--- src/rtl/bme280_pkg.sv ---
// Shared constants and state types for the BME280 measurement sequencer.
// Optional chip-ID check is enabled with BME280_SEQ_CHIP_ID_EN.
package bme280_pkg;

    localparam logic [7:0] REG_ID        = 8'hD0;
    localparam logic [7:0] REG_CTRL_HUM  = 8'hF2;
    localparam logic [7:0] REG_CTRL_MEAS = 8'hF4;
    localparam logic [7:0] REG_DATA      = 8'hF7;
    localparam logic [7:0] CHIP_ID       = 8'h60;

    typedef enum logic [2:0] {
        IDLE,
        CHK_ID,
        WR_HUM,
        WR_MEAS,
        MEAS_WAIT,
        RD_DATA,
        FINISH
    } state_t;

    typedef enum logic [1:0] {
        SUB_ISSUE,
        SUB_WAIT,
        SUB_CAPTURE
    } sub_t;

endpackage

--- src/rtl/bme280_txn_timer.sv ---
// Loadable down-counter that stops at zero; drives a zero flag.
// Shared by the per-transaction wait and the measurement wait.
module bme280_txn_timer #(
    parameter int W = 8
) (
    input  logic         clk,
    input  logic         rst,
    input  logic         load,
    input  logic [W-1:0] load_val,
    output logic         zero
);

    logic [W-1:0] cnt;

    always_ff @(posedge clk) begin
        if (rst) begin
            cnt <= '0;
        end else if (load) begin
            cnt <= load_val;
        end else if (cnt != '0) begin
            cnt <= cnt - W'(1);
        end
    end

    assign zero = (cnt == '0);

endmodule

--- src/rtl/bme280_sequencer.sv ---
// BME280 one-shot measurement sequencer driving a byte-wide I2C master.
// Define BME280_SEQ_CHIP_ID_EN to read and check register 0xD0 first.
module bme280_sequencer
    import bme280_pkg::*;
#(
    parameter logic [6:0] SLAVE_ADDR       = 7'h76,
    parameter int         TXN_CYCLES       = 128,
    parameter int         MEAS_WAIT_CYCLES = 1000000,
    parameter logic [2:0] OSRS_H           = 3'b001,
    parameter logic [2:0] OSRS_T           = 3'b001,
    parameter logic [2:0] OSRS_P           = 3'b001,
    parameter logic [1:0] MODE             = 2'b01
) (
    input  logic        clk,
    input  logic        rst,
    input  logic        start,
    output logic        busy,
    output logic        done,
    output logic        i2c_en,
    output logic [6:0]  i2c_slave_address,
    output logic        i2c_read_write,
    output logic [7:0]  i2c_register_address,
    output logic [7:0]  i2c_data_wr,
    input  logic [7:0]  i2c_data_rd,
    output logic [19:0] raw_press,
    output logic [19:0] raw_temp,
    output logic [15:0] raw_hum,
    output logic        chip_id_err
);

    localparam int MAXC = (TXN_CYCLES > MEAS_WAIT_CYCLES) ?
                          TXN_CYCLES : MEAS_WAIT_CYCLES;
    localparam int CW = $clog2(MAXC) + 1;

    state_t       state, state_n;
    sub_t         sub, sub_n;
    logic [2:0]   idx;
    logic [7:0]   rx [8];
    logic         t_load;
    logic [CW-1:0] t_val;
    logic         t_zero;
    logic         start_ok;
    logic         id_err;

    bme280_txn_timer #(.W(CW)) u_timer (
        .clk      (clk),
        .rst      (rst),
        .load     (t_load),
        .load_val (t_val),
        .zero     (t_zero)
    );

    // done is high on the first IDLE cycle, which also masks start there
    assign start_ok = (state == IDLE) && start && !done;
    assign busy = (state != IDLE);
    assign i2c_slave_address = SLAVE_ADDR;
    assign chip_id_err = id_err;

    always_ff @(posedge clk) begin
        if (rst) begin
            state    <= IDLE;
            sub      <= SUB_ISSUE;
            idx      <= '0;
            done     <= 1'b0;
            raw_press <= '0;
            raw_temp <= '0;
            raw_hum  <= '0;
            for (int i = 0; i < 8; i++) rx[i] <= '0;
        end else begin
            state <= state_n;
            sub   <= sub_n;
            done  <= (state == FINISH);
            if (start_ok) idx <= '0;
            if (state == RD_DATA && sub == SUB_CAPTURE) begin
                rx[idx] <= i2c_data_rd;
                idx     <= idx + 3'd1;
            end
            if (state == FINISH && !id_err) begin
                raw_press <= {rx[0], rx[1], rx[2][7:4]};
                raw_temp  <= {rx[3], rx[4], rx[5][7:4]};
                raw_hum   <= {rx[6], rx[7]};
            end
        end
    end

`ifdef BME280_SEQ_CHIP_ID_EN
    always_ff @(posedge clk) begin
        if (rst) begin
            id_err <= 1'b0;
        end else if (start_ok) begin
            id_err <= 1'b0;
        end else if (state == CHK_ID && sub == SUB_CAPTURE &&
                     i2c_data_rd != CHIP_ID) begin
            id_err <= 1'b1;
        end
    end
`else
    assign id_err = 1'b0;
`endif

    always_comb begin
        state_n = state;
        sub_n   = sub;
        t_load  = 1'b0;
        t_val   = '0;
        unique case (state)
            IDLE: begin
                if (start_ok) begin
`ifdef BME280_SEQ_CHIP_ID_EN
                    state_n = CHK_ID;
`else
                    state_n = WR_HUM;
`endif
                    sub_n = SUB_ISSUE;
                end
            end
            MEAS_WAIT: begin
                if (t_zero) begin
                    state_n = RD_DATA;
                    sub_n   = SUB_ISSUE;
                end
            end
            FINISH: state_n = IDLE;
            default: begin
                unique case (sub)
                    SUB_ISSUE: begin
                        sub_n  = SUB_WAIT;
                        t_load = 1'b1;
                        t_val  = CW'(TXN_CYCLES - 1);
                    end
                    SUB_WAIT: if (t_zero) sub_n = SUB_CAPTURE;
                    default: begin
                        sub_n = SUB_ISSUE;
                        unique case (state)
`ifdef BME280_SEQ_CHIP_ID_EN
                            CHK_ID: state_n = (i2c_data_rd == CHIP_ID) ?
                                              WR_HUM : FINISH;
`endif
                            WR_HUM: state_n = WR_MEAS;
                            WR_MEAS: begin
                                state_n = MEAS_WAIT;
                                t_load  = 1'b1;
                                t_val   = CW'(MEAS_WAIT_CYCLES - 1);
                            end
                            RD_DATA: if (idx == 3'd7) state_n = FINISH;
                            default: state_n = state;
                        endcase
                    end
                endcase
            end
        endcase
    end

    always_comb begin
        i2c_en               = 1'b0;
        i2c_read_write       = 1'b0;
        i2c_register_address = '0;
        i2c_data_wr          = '0;
        unique case (state)
`ifdef BME280_SEQ_CHIP_ID_EN
            CHK_ID: begin
                i2c_en               = (sub == SUB_ISSUE);
                i2c_read_write       = 1'b1;
                i2c_register_address = REG_ID;
            end
`endif
            WR_HUM: begin
                i2c_en               = (sub == SUB_ISSUE);
                i2c_register_address = REG_CTRL_HUM;
                i2c_data_wr          = {5'b0, OSRS_H};
            end
            WR_MEAS: begin
                i2c_en               = (sub == SUB_ISSUE);
                i2c_register_address = REG_CTRL_MEAS;
                i2c_data_wr          = {OSRS_T, OSRS_P, MODE};
            end
            RD_DATA: begin
                i2c_en               = (sub == SUB_ISSUE);
                i2c_read_write       = 1'b1;
                i2c_register_address = REG_DATA + {5'b0, idx};
            end
            default: ;
        endcase
    end

endmodule

--- config.mk ---
export PLATFORM = sky130hd
export DESIGN_NAME = bme280_sequencer
export DESIGN_NICKNAME = d
export VERILOG_FILES = /design/src/rtl/bme280_pkg.sv /design/src/rtl/bme280_txn_timer.sv /design/src/rtl/bme280_sequencer.sv
export SDC_FILE = /design/constraint.sdc
export NUM_CORES = 1
export LEC_CHECK = 0
export ABC_CLOCK_PERIOD_IN_PS = 2770
export BUFFER_PORTS_ARGS = -buffer_cell sky130_fd_sc_hd__buf_2
export CORE_MARGIN = 1
export CORE_UTILIZATION = 30
export DETAILED_ROUTE_END_ITERATION = 8
export MAX_ROUTING_LAYER = met4
export PLACE_DENSITY_LB_ADDON = 0.05
export SYNTH_ARGS = -nofsm -noshare
export SYNTH_HDL_FRONTEND = slang
export SYNTH_SLANG_ARGS = --single-unit
--- constraint.sdc ---
create_clock -name clk -period 2.77 [get_ports clk]
set_input_delay 0 -clock clk [delete_from_list [all_inputs] [get_ports clk]]
set_output_delay 0 -clock clk [all_outputs]
set_load 0.05 [all_outputs]
==> impl_metrics.yaml <==
global_route:
  grt_pass1_vias: 4451
  antenna_found_initial: 0
  grt_remaining_overflow: 0
  globalRouteTotalUtil_pct: 16.36
  grt_pass1_wl_mm: 24.06
  grt_start_max_net_pins: 57
synth:
  synth.top_cells.by_area: "dfxtp_1 29%, edfxtp_1 28%, nand2_1 8.2%, and2_1 6.5%, a21oi_1 5.7%"
  synth_area_um2: 5904
  synth.distinct_cells: 51
  synthArstFlopShare_pct: 0
  yosys_warnings: 0
  syn-instance-count: 617
  synth.avg_cell_area_um2: 9.570
  synth_edf_count: 56
  synth-seq-cells: 142
  seq_area_frac_synth_pct: 57.64
  netlist.area_leader.share_pct: 29.16
  synth_flop_cell: "dfxtp_1"
  yosysTopAreaCell: "dfxtp_1"
flow_run:
  maxCapViolCount: 0
sta:
  fin_crit_sh_pct: 91.60
  fin_crit_ns: 2.537
  tns_ns: 0
  worst_pin_slew_ns: 0.6388
  fmax_ghz: 0.3941
  slew_violations: 0
  fin_skew_ns: 0.01488
  slew-limit-headroom_pct: 56.96
  hold_viol: 0
  setup_violations: 0
  rsz0062_at_grt: "false"
cells_and_area:
  synthToLayoutAreaGrowth_pct: 22.61
  layout_common_cells: "129 x nand2_1, 86 x dfxtp_1, 81 x buf_2"
  final_common_cell: "nand2_1"
  fillers: 1959
  drive_gt1_share_pct: 20.03
  nNetsFinal: 718
  n_antenna_cell: 0
critical_path:
  critical_path_required_ns: 3.11
  crit_path_max_fanout: 8
  timing.rr.start: "u_timer.cnt[9]$_SDFFE_PP0P_"
  crit_path_frequent_cell: "or4_1"
  worstSetupEndpointType: "register"
  cp_slowest_stage_delay_ns: 0.56
  critical_path_class: "reg -> reg"
  startpoint: "u_timer.cnt[9]$_SDFFE_PP0P_"
  startpoint_type: "register"
  cp.arrival_ns: 2.88
  path_cells: "or4_1, or4_1, or3b_4, or3b_1, a31oi_1"
  slowest_stage: "or4_1"
cts:
  cts_hold_buf: 2
  post_cts_buffers: 0
  cts.sinks: 142
  cts_tree: "done"
  ctsHtreeMaxLevel: 4
  ctsResizeCount: 0
  cts_root_buf: "clkbuf_16"
  clkLatencyLatePin_ns: 0.43
  cts_buffers: 17
  path_clk_slew_ns: 0.06
  clk_path_buf_depth: 2
die:
  rows: 50
  dieArea_um2: 20250
  coreArea_um2: 19020
  die_y_um: 142.3
  initial_core_util_pct: 31.05
  ios: 95
  dieWidth_um: 142.3
drt:
  ant_nets: 0
  drt_iter0_markers: 211
  dr_total_vias: 4502
  drc: 0
  wirelength_mm: 15.08
  routedWlPerCell_um: 15.48
  drt-pass1-iter-count: 4
  post_drt_via_cell_ratio: 4.622
power_and_ir_drop:
  p_leak_nw: 2.866
  cellPowerDensity_nw_per_um2: 729.4
  finalPower_mw: 5.280
  ir_drop_mv: 0.4167
hold_path:
  hp-class: "in -> reg"
  worstHoldStart: "i2c_data_rd[2]"
placement:
  numPortBuffers: 81
  place_congestion: 0.8356
  dpl.hpwl_mm: 10.30
status:
  outcome: "complete, no violations"
## routing by layer
| metal | up-vias | GRT usage [%] | share of wire [%] |
|---|---|---|---|
| li1 | 2265 | - | - |
| met1 | 2073 | 20.56 | 48 |
| met2 | 130 | 24.85 | 45 |
| met3 | 34 | 3.869 | 3.8 |
| met4 | 0 | 7.527 | 2.9 |
| met5 | - | - | 0 |
## per-stage QoR
stage	instances	instance area (um^2)	utilization (%)	hold WS [ns]	worst slack, ns
2_1_floorplan	628	5946	-	0.1886	0.2693
4_1_cts	974	7239	38.07	0.004780	0.2344
3_3_place_gp	941	6606	34.74	0.4403	0.2650
6_report	974	7239	38.07	0.01468	0.2326
3_5_place_dp	941	6606	34.74	0.4439	0.2485
5_1_grt	974	7239	38.07	0.005535	0.1615
## worst max-delay path: cells and delay by family, from the launching register on
family | cells | cell delay (ns)
simple gates | 4 | 1.95
flops | 1 | 0.35
compound gates | 1 | 0.17
## sequential cells by signal, indices dropped and copies added (netlist names)
register	count
raw_temp	20
idx	3
sub	2
state	3
u_timer.cnt	21
rx	56
raw_press	20
raw_hum	16
done	1
## final timing paths
check | end | slack [ns] | depth (start not counted)
hold reg to reg | raw_press[4]$_SDFFE_PP0P_ | 0.45 | 2
hold / removal | rx[3][2]$_SDFFCE_PN0P_ | 0.01 | 2
setup reg to reg | sub[1]$_SDFFE_PP0P_ | 0.23 | 5
setup / recovery | sub[1]$_SDFFE_PP0P_ | 0.23 | 5
## logic make-up (layout without fill, tap and decap cells)
family                     after synthesis  count (layout)  synth area share, %
and+or+nand+nor                        294             294                24.48
other                                    2              13               0.1272
muxes                                    2               2               0.3391
xor gates and xnor gates                 7               7                1.038
DFF                                    142             142                57.64
AOI/OAI and AO/OA                      107             107                10.51
adders and majority gates                5               5                1.060
buffers and inverters                   58             144                4.810
## final cells by class
type | instances | area [um^2] | share of cell area (%)
clock buffers | 20 | 446.7 | 6.170
repair buffers | 105 | 603.1 | 8.330
inverters | 8 | 30.03 | 0.4148
flip-flops and latches | 142 | 3403 | 47.01
multi-input cells | 428 | 2265 | 31.28
clock inverters | 11 | 166.4 | 2.299
well taps | 260 | 325.3 | 4.494
## synthesized netlist by cell type (4+ instances only)
| cell type | count |
|---|---|
| nor4_1 | 7 |
| o21ai_0 | 8 |
| buf_4 | 17 |
| nand3_1 | 6 |
| or2_2 | 5 |
| inv_1 | 7 |
| nor2_1 | 25 |
| nor3_1 | 26 |
| or3_1 | 5 |
| dfxtp_1 | 86 |
| ha_1 | 5 |
| clkbuf_1 | 30 |
| a21oi_1 | 67 |
| and2_1 | 61 |
| or4_1 | 6 |
| nand2_1 | 129 |
| a211oi_1 | 8 |
| and3_1 | 5 |
| a31oi_1 | 4 |
| edfxtp_1 | 56 |
| xnor2_1 | 5 |
## where the power goes
group / switching (mW) / internal, mW / leakage, nW
registers: 0.0702 / 2.25 / 1.26
clock network: 0.884 / 1.52 / 0.293
logic: 0.360 / 0.196 / 1.31
total: 1.31 / 3.97 / 2.87
No activity file was read; power rests on OpenSTA's default activity.
